===== config.mk =====
export PLATFORM = sky130hd
export DESIGN_NAME = jtopl_eg_seq
export DESIGN_NICKNAME = d
export VERILOG_FILES = /design/src/rtl/jtopl_eg_seq_pkg.sv /design/src/rtl/jtopl_eg_seq.sv
export SDC_FILE = /design/constraint.sdc
export NUM_CORES = 1
export LEC_CHECK = 0
export ABC_AREA = 0
export BUFFER_PORTS_ARGS = -buffer_cell sky130_fd_sc_hd__buf_2
export CORE_MARGIN = 3
export CORE_UTILIZATION = 35
export CTS_CLUSTER_SIZE = 20
export DETAILED_ROUTE_END_ITERATION = 12
export PLACE_DENSITY = 0.52
export SLEW_MARGIN = 20
export SYNTH_ARGS = -nofsm -noshare
export SYNTH_HDL_FRONTEND = slang
export SYNTH_SLANG_ARGS = --single-unit

===== constraint.sdc =====
create_clock -name clk -period 5.45 [get_ports clk]
set_clock_uncertainty 0.1 [all_clocks]
set_input_delay 0.545 -clock clk [delete_from_list [all_inputs] [get_ports clk]]
set_output_delay 0.545 -clock clk [all_outputs]
set_load 0.03 [all_outputs]

===== src/rtl/jtopl_eg_seq_pkg.sv =====
// jtopl_eg_seq_pkg: shared slot/channel sizing and stop-FSM encoding for the EG sequencer
package jtopl_eg_seq_pkg;
  localparam int SLOTS_DEF = 18;
  localparam int CH_DEF = SLOTS_DEF / 2;
  typedef enum logic {RUN = 1'b0, STOP = 1'b1} stop_st_t;
endpackage


===== src/rtl/jtopl_eg_seq.sv =====
// jtopl_eg_seq: operator slot sequencer with frame-aligned key-on commit and EG freeze FSM
module jtopl_eg_seq
  import jtopl_eg_seq_pkg::*;
#(
  parameter int SLOTS = SLOTS_DEF,
  parameter int CH = SLOTS / 2
) (
  input  logic       clk,
  input  logic       rst_n,
  input  logic       cenop,
  input  logic       wr,
  input  logic [4:0] wr_ch,
  input  logic       wr_kon,
  input  logic       stop_req,
  output logic [4:0] slot_I,
  output logic       zero,
  output logic       keyon_I,
  output logic       eg_stop,
  output logic       stop_ack,
  output logic       pend
);
  logic [CH-1:0] kon_pend, kon_act, pend_nxt;
  logic [31:0] act_ext;
  logic wr_ok, wrap;
  stop_st_t st;
  // a write landing on the wrap edge is folded into the committed value
  always_comb begin
    wr_ok = wr && (int'(wr_ch) < CH);
    for (int i = 0; i < CH; i++)
      pend_nxt[i] = (wr_ok && int'(wr_ch) == i) ? wr_kon : kon_pend[i];
    wrap = cenop && (slot_I == 5'(SLOTS - 1));
    act_ext = 32'(kon_act);
  end
  assign zero = slot_I == 5'd0;
  assign keyon_I = act_ext[slot_I >> 1];
  assign pend = |(kon_pend ^ kon_act);
  assign stop_ack = eg_stop;
  always_ff @(posedge clk or negedge rst_n) begin
    if (!rst_n) begin
      slot_I <= 5'd0;
      kon_pend <= '0;
      kon_act <= '0;
    end else begin
      kon_pend <= pend_nxt;
      if (wrap) begin
        slot_I <= 5'd0;
        kon_act <= pend_nxt;
      end else if (cenop) slot_I <= slot_I + 5'd1;
    end
  end
  always_ff @(posedge clk or negedge rst_n) begin
    if (!rst_n) begin
      st <= RUN;
      eg_stop <= 1'b0;
    end else if (wrap) begin
      case (st)
        RUN: if (stop_req) begin
          st <= STOP;
          eg_stop <= 1'b1;
        end
        STOP: if (!stop_req) begin
          st <= RUN;
          eg_stop <= 1'b0;
        end
      endcase
    end
  end
endmodule

==> results of run 1 <==
## worst reg2reg max path: stages, from the launching register on
cell	delay [ns]
dfrtp_1	0.51
or3b_4	0.46
nor2_4	0.39
mux2_2	0.39
## cells in the final DEF, fill, tap and decap left out, types with 3 or more instances in the layout
cell type,count
dfrtp_1,25
buf_2,20
mux2_2,16
xor2_1,8
nor2_1,7
nand2_1,5
mux2i_1,5
inv_1,4
nor3_1,4
mux2_4,4
o21ai_0,4
nand3_1,3
xnor2_1,3
ha_1,3
clkbuf_8,3
## layout make-up
type                            count  area [um2]
Clock inverter                      1       7.507
Multi-Input combinational cell     82       695.7
Inverter                            4       15.01
Timing Repair Buffer               20       100.1
Fill cell                         378        2171
Clock buffer                        3       41.29
Sequential cell                    25       625.6
Tap cell                           48       60.06
## cell usage after synthesis (all sizes together)
library cell / number
a21oi: 2
a311oi: 1
and3: 1
buf: 4
clkbuf: 2
dfrtp: 25
ha: 3
inv: 4
mux2: 20
mux2i: 5
nand2: 5
nand2b: 3
nand3: 3
nand3b: 1
nand4: 2
nor2: 8
nor3: 4
nor3b: 1
nor4: 1
nor4b: 1
o21ai: 4
o22ai: 1
o32ai: 1
or2: 1
or3: 1
or3b: 2
xnor2: 3
xor2: 8
## how the worst max path moves through the flow
stage                  to
2_1_floorplan        zero
3_3_place_gp   kon_act[1]
3_5_place_dp   kon_act[1]
4_1_cts           keyon_I
5_1_grt           keyon_I
6_report          keyon_I
## sequential cells by signal, indices dropped and copies added, names as in the netlist
register and count:
slot_I 5, kon_pend 9, kon_act 9, eg_stop 1, st 1
## power by group through the flow
stage               combinational (W)  clock, W  sequential, W
floorplan                    0.000131         0       0.000275
global placement             0.000173         0       0.000279
detailed placement           0.000174         0       0.000280
CTS                          0.000175  0.000117       0.000277
global route                 0.000190  0.000125       0.000284
finish                       0.000172  0.000111       0.000276
## routing by layer
| metal | up-vias | share of wire | wire length [um] | global-route usage |
|---|---|---|---|---|
| met1 | 415 | 0.47 | 1169 | 0.1510 |
| li1 | 444 | - | - | - |
| met3 | 2 | 0.030 | 74 | 0.03890 |
| met5 | - | 0 | 0 | 0 |
| met2 | 8 | 0.49 | 1231 | 0.1990 |
| met4 | 0 | 0.0076 | 19 | 0.02978 |
## cell families after synthesis
logic type,count (synthesis)
XOR/XNOR,11
buffers and inverters,10
flip-flops,25
adder cells (fa/ha/maj),3
AO/OA/AOI/OAI,9
AND/OR/NAND/NOR,34
multiplexers,25
## stage by stage
| stage | cells | setup slack [ns] |
|---|---|---|
| global placement | 179 | 3.287 |
| CTS | 183 | 2.992 |
| finish | 183 | 3.016 |
| global route | 183 | 2.878 |
| detailed placement | 179 | 3.297 |
| floorplan | 117 | 2.840 |
==> out/results.ini, run 1 <==
[yosys]
synth_area_leader_cell=dfrtp_1
synthCells=117
synthXorXnorAreaFrac=0.07019
synthSimpleGateAreaFrac=0.1586
seq_area_frac_synth=0.4558
synth_top_area_share=0.4558
synth.distinct_cells=33
synth_nets=131
syn_area_per_cell_um2=11.73
syn_area_um2=1373
synth_compound_area_frac=0.03920
ys_ff_latch=25
synthMuxAreaShare=0.2115
synthAdderAreaFrac=0.02735
synth_warnings=0
synth_top_family_by_area=multiplexers
yosys-top-cells-area=dfrtp_1 46%, mux2_2 13%, xor2_1 5.1%

[layout]
fin_nets=150
fin_area_um2=1545
drive_gt1_frac=0.3778
diodes=0
final_core_util=0.4158
areaGrowthSynthToFinish_pct=12.58

[timing]
fin_worst_hold_slack_ns=0.1553
fmax_mhz=410.9
period_needed_ns=2.434
slew-limit-headroom=0.6303
rsz0062_at_grt=false
fin_crit_sh=0.4466
maxSlewViolCount=0
setup_viol=0
tightest_slew_ns=0.5546
final.setup.tns_ns=0
hold_violations=0

[pwr]
combPwrFrac=0.308
p_seq_frac=0.493
p_int_w=0.0003505
p_per_area_nw_per_um2=361.5
p_sw_w=0.0002082
p_leak_nw=0.7381
max-vdd-ir-drop_uv=165.0
p_clk_frac=0.198
p_sw_frac=0.3726
power.total_w=0.0005586

[global_route]
gr-usage-all-layers=0.1203
gr-total-overflow=0
grt_pass1_wl_um=4126
grt_pass1_vias=897
antenna_found_initial=0
grt_start_max_net_pins=26

[route]
wl_per_cell_um=13.63
final_antenna_net_count=0
drc=0
via_per_inst=4.749
vias=869
drt-total-wl_um=2494
dr.pass1.iters=2
initialDrtViolationCount=13

[clocking]
cts_setup_buffers=0
path_clk_slew_ns=0.09
cts_buffer_depth=2
ctsResizeCount=0
hold_buffers=0
htree_num_levels=1
worstSkewPairLatency_ns=0.27
numCtsBuffers=3
cts-root-buf=clkbuf_8
cts_sinks=25
cts_tree=built

[die]
row_count=22
die_x_um=68.62
die-area_um2=4709
die_y_um=68.62
core_area_um2=3716
start_util=0.3694
pin_count=21

[worst_setup_path]
worstSetupPathType=flop to output pin
cpLargestDelayFamily=flip-flops
startpoint=slot_I[1]
r2r_setup_slack_ns=3.50
startpoint_type=flop
ff2ff_path_depth=3
crit_chain=mux2_2 -> a311oi_1 -> o32ai_1 -> buf_2
slowest_stage=dfrtp_1
worst-endpoint-required_ns=4.81
setup.worst_path.end_class=output pin
cp.depth=4
cp.arrival_ns=1.79
cp_num_buf_inv=1
r2r-end=kon_act[1]
r2r-start=slot_I[2]
max_stage_delay_ns=0.57
cp_max_fo=10

[job]
cap_violations=0

[min_path]
hp-class=input port to asynchronous set/reset pin

[run_status]
outcome=complete, no violations

[placed_design]
gp_congestion=0.7230
dp_hpwl_um=1867
placed_area_um2=1496
io_buffers=20

Power figures use the tool's default switching activity.
==> inputs of run 2 (changes only) <==
--- a/config.mk
+++ b/config.mk
@@ -5,13 +5,13 @@
 export SDC_FILE = /design/constraint.sdc
 export NUM_CORES = 1
 export LEC_CHECK = 0
-export ABC_AREA = 0
+export ABC_AREA = 1
 export BUFFER_PORTS_ARGS = -buffer_cell sky130_fd_sc_hd__buf_2
 export CORE_MARGIN = 3
 export CORE_UTILIZATION = 35
 export CTS_CLUSTER_SIZE = 20
 export DETAILED_ROUTE_END_ITERATION = 12
-export PLACE_DENSITY = 0.52
+export PLACE_DENSITY = 0.53
 export SLEW_MARGIN = 20
 export SYNTH_ARGS = -nofsm -noshare
 export SYNTH_HDL_FRONTEND = slang
==> constraint.sdc (replaced) <==
create_clock -name clk -period 2.19 [get_ports clk]
set_clock_uncertainty 0.1 [all_clocks]
set_input_delay 0.219 -clock clk [delete_from_list [all_inputs] [get_ports clk]]
set_output_delay 0.219 -clock clk [all_outputs]
set_load 0.03 [all_outputs]
==> run 2 against run 1 <==
  * Total power increased to 3.2 times the previous value
  * Clock power rose to 2.5 times the previous value
  * Non-clock buffer count is 1 higher
  * Highest routed layer unchanged
  * Count of clock-buffer cells in the layout grew 1
  * Register-to-register slack got worse by 3.1 ns
  * Largest cell class unchanged
  * Utilization shrank 0.48 points
  * Combinational power rose to 4.2 times the previous value
  * Cell count up 47%
  * Design area grew 7.9%
==> out/results.ini, run 2 <==
[layout]
top_regs=kon_act x9, kon_pend x9, slot_I x5
final_cell_mix=60 x nand2_1, 27 x inv_1, 25 x dfrtp_1, 21 x nand3_1, 20 x buf_2
fin_area_um2=1668  ; +7.9%
areaGrowthSynthToFinish_pct=11.45
diodes=0  ; unchanged
layout_commonest_cell=nand2_1
nFillCells=416  ; +10%
fin_nets=234  ; +56%
drive_gt1_frac=0.1324  ; -0.2454
final_core_util=0.4110  ; -0.004786

[job]
cap_violations=0  ; unchanged

[clocking]
cts_buffer_depth=2  ; unchanged
cts_sinks=25  ; unchanged
htree_num_levels=1  ; unchanged
cts_tree=built
worstSkewPairLatency_ns=0.27  ; about the same
numCtsBuffers=3  ; unchanged
cts_setup_buffers=0  ; unchanged
path_clk_slew_ns=0.08  ; about the same
cts-root-buf=clkbuf_8

[worst_setup_path]
setup.worst_path.end_class=output pin
r2r-start=slot_I[1]
startpoint_type=flop
r2r-end=kon_act[6]
cp.arrival_ns=1.56  ; -0.23 ns
worst-endpoint-required_ns=1.87  ; -2.94 ns
startpoint=slot_I[1]
r2r_setup_slack_ns=0.43  ; -3.07 ns
ff2ff_path_depth=6  ; +3
endpoint=keyon_I
worstSetupPathType=flop to output pin
cp_max_fo=10  ; unchanged

[yosys]
synth.most_common_cell=nand2_1
synth.distinct_cells=27  ; -18%
synth-main-ff-cell=dfrtp_1
ys_ff_latch=25  ; unchanged
synthCells=201  ; +72%
syn_area_per_cell_um2=7.445  ; -37%
synth_nets=215  ; +64%
synth_warnings=0  ; unchanged
synth_area_leader_cell=dfrtp_1
synth_top_area_share=0.4181  ; -0.03773
yosys-top-cells-area=dfrtp_1 42%, nand2_1 15%, nand3_1 7.0%
seq_area_frac_synth=0.4181  ; -0.03773
synth-async-reset-ratio=1.000  ; unchanged
synthTopCellsByCount=60 x nand2_1, 27 x inv_1, 25 x dfrtp_1
synth_edf_count=0  ; unchanged
syn_area_um2=1496  ; +9.0%

[die]
start_util=0.3688  ; -0.0005659
pin_count=21  ; unchanged
row_count=23  ; +4.5%
die_x_um=71.39  ; +4.0%
die-area_um2=5096  ; +8.2%
die_y_um=71.39  ; +4.0%
core_area_um2=4058  ; +9.2%

[timing]
tightest_slew_ns=0.5768  ; +0.02214 ns
fin_crit_sh=0.8576
period_needed_ns=1.878
slew-limit-headroom=0.6155  ; -0.01476
maxSlewViolCount=0  ; unchanged
final.setup.tns_ns=0  ; unchanged
setup_viol=0  ; unchanged
rsz0062_at_grt=false
fmax_mhz=532.4
hold_violations=0  ; unchanged

[pwr]
p_per_area_nw_per_um2=1077  ; +200%
max-vdd-ir-drop_uv=484.6  ; +190%
p_leak_nw=0.8652  ; +17%

[placed_design]
gp_congestion=0.7974  ; +10%
io_buffers=20  ; unchanged
dp_hpwl_um=2470  ; +32%
placed_area_um2=1613  ; +7.8%

[global_route]
antenna_found_initial=0  ; unchanged
gr-total-overflow=0  ; unchanged
gr-usage-all-layers=0.1394  ; +0.01907
grt_start_max_net_pins=26  ; unchanged
grt_pass1_vias=1182  ; +32%
grt_pass1_wl_um=5520  ; +34%

[route]
initialDrtViolationCount=84  ; +71
final_antenna_net_count=0  ; unchanged
drc=0  ; unchanged
drt-total-wl_um=3261  ; +31%
vias=1269  ; +46%
dr.pass1.iters=4  ; +2
wl_per_cell_um=12.12  ; -11%
via_per_inst=4.717  ; -0.66%

[min_path]
hp-class=input port to flop

[run_status]
outcome=complete, no violations

==> run 2: critical path: stages, from the launching register on <==
cell and delay (ns):
dfrtp_1 0.48, inv_1 0.20, nand2_1 0.08, nand2_1 0.07
nand2_1 0.06, nand3_1 0.08, nand3_1 0.08, nand2_1 0.06
buf_2 0.19
==> run 2: metrics by stage <==
stage	worst slack, ns	total power (W)	hold WS (ns)	cells
2_1_floorplan	0.4519	0.001335	-0.1766	201
3_3_place_gp	0.5071	0.001540	0.1576	264
3_5_place_dp	0.4334	0.001530	0.1583	264
4_1_cts	0.3097	0.001813	0.07472	269
5_1_grt	0.1673	0.001949	0.1225	269
6_report	0.3118	0.001796	0.07864	269
==> run 2: layout make-up <==
| type | instances | area [um2] | share of cell area |
|---|---|---|---|
| well taps | 50 | 62.56 | 0.03751 |
| clock buffers | 4 | 45.04 | 0.02701 |
| multi-input cells | 140 | 715.7 | 0.4291 |
| repair buffers | 21 | 110.1 | 0.06602 |
| flip-flops and latches | 25 | 625.6 | 0.3751 |
| inverters | 29 | 108.9 | 0.06527 |
==> run 2: what timing repair did <==
| action | 4_1_cts | 5_1_grt |
|---|---|---|
| resized for setup | 0 | 0 |
| hold buffers | 1 | 0 |
| endpoints found under the hold margin | 25 | 0 |
==> run 2: worst min path at each step <==
stage / slack, ns / end / start / cells past startpoint
final: 0.08 / st / stop_req / 3
after global routing: 0.12 / st / stop_req / 3
after CTS: 0.07 / st / stop_req / 3
after detailed placement: 0.16 / slot_I[3] / rst_n / 1
after global placement: 0.16 / slot_I[3] / rst_n / 1
after floorplan: -0.18 / eg_stop / rst_n / 0
==> run 2: kinds of logic after synthesis <==
| kind of cell | after synthesis | synth area share |
|---|---|---|
| AOI/OAI and AO/OA | 11 | 0.04098 |
| buffers and inverters | 36 | 0.1037 |
| and+or+nand+nor | 120 | 0.3771 |
| adders and majority gates | 3 | 0.02509 |
| xor gates and xnor gates | 6 | 0.03512 |
| DFF | 25 | 0.4181 |
==> run 2: layer usage <==
metal  GRT usage  wire length [um]  vias up
met5           0                 0        -
met4     0.05428               103        0
met3     0.03366                72        8
met2      0.1980              1392       18
met1      0.2035              1693      568
li1            -                 -      675
==> run 2: report_power, final <==
group / internal [W] / total [W] / switching, W / leakage [nW]
clock network: 0.000130 / 0.000278 / 0.000148 / 0.0228
logic: 0.000260 / 0.000727 / 0.000467 / 0.544
registers: 0.000607 / 0.000791 / 0.000184 / 0.298
total: 0.000997 / 0.00180 / 0.000799 / 0.865
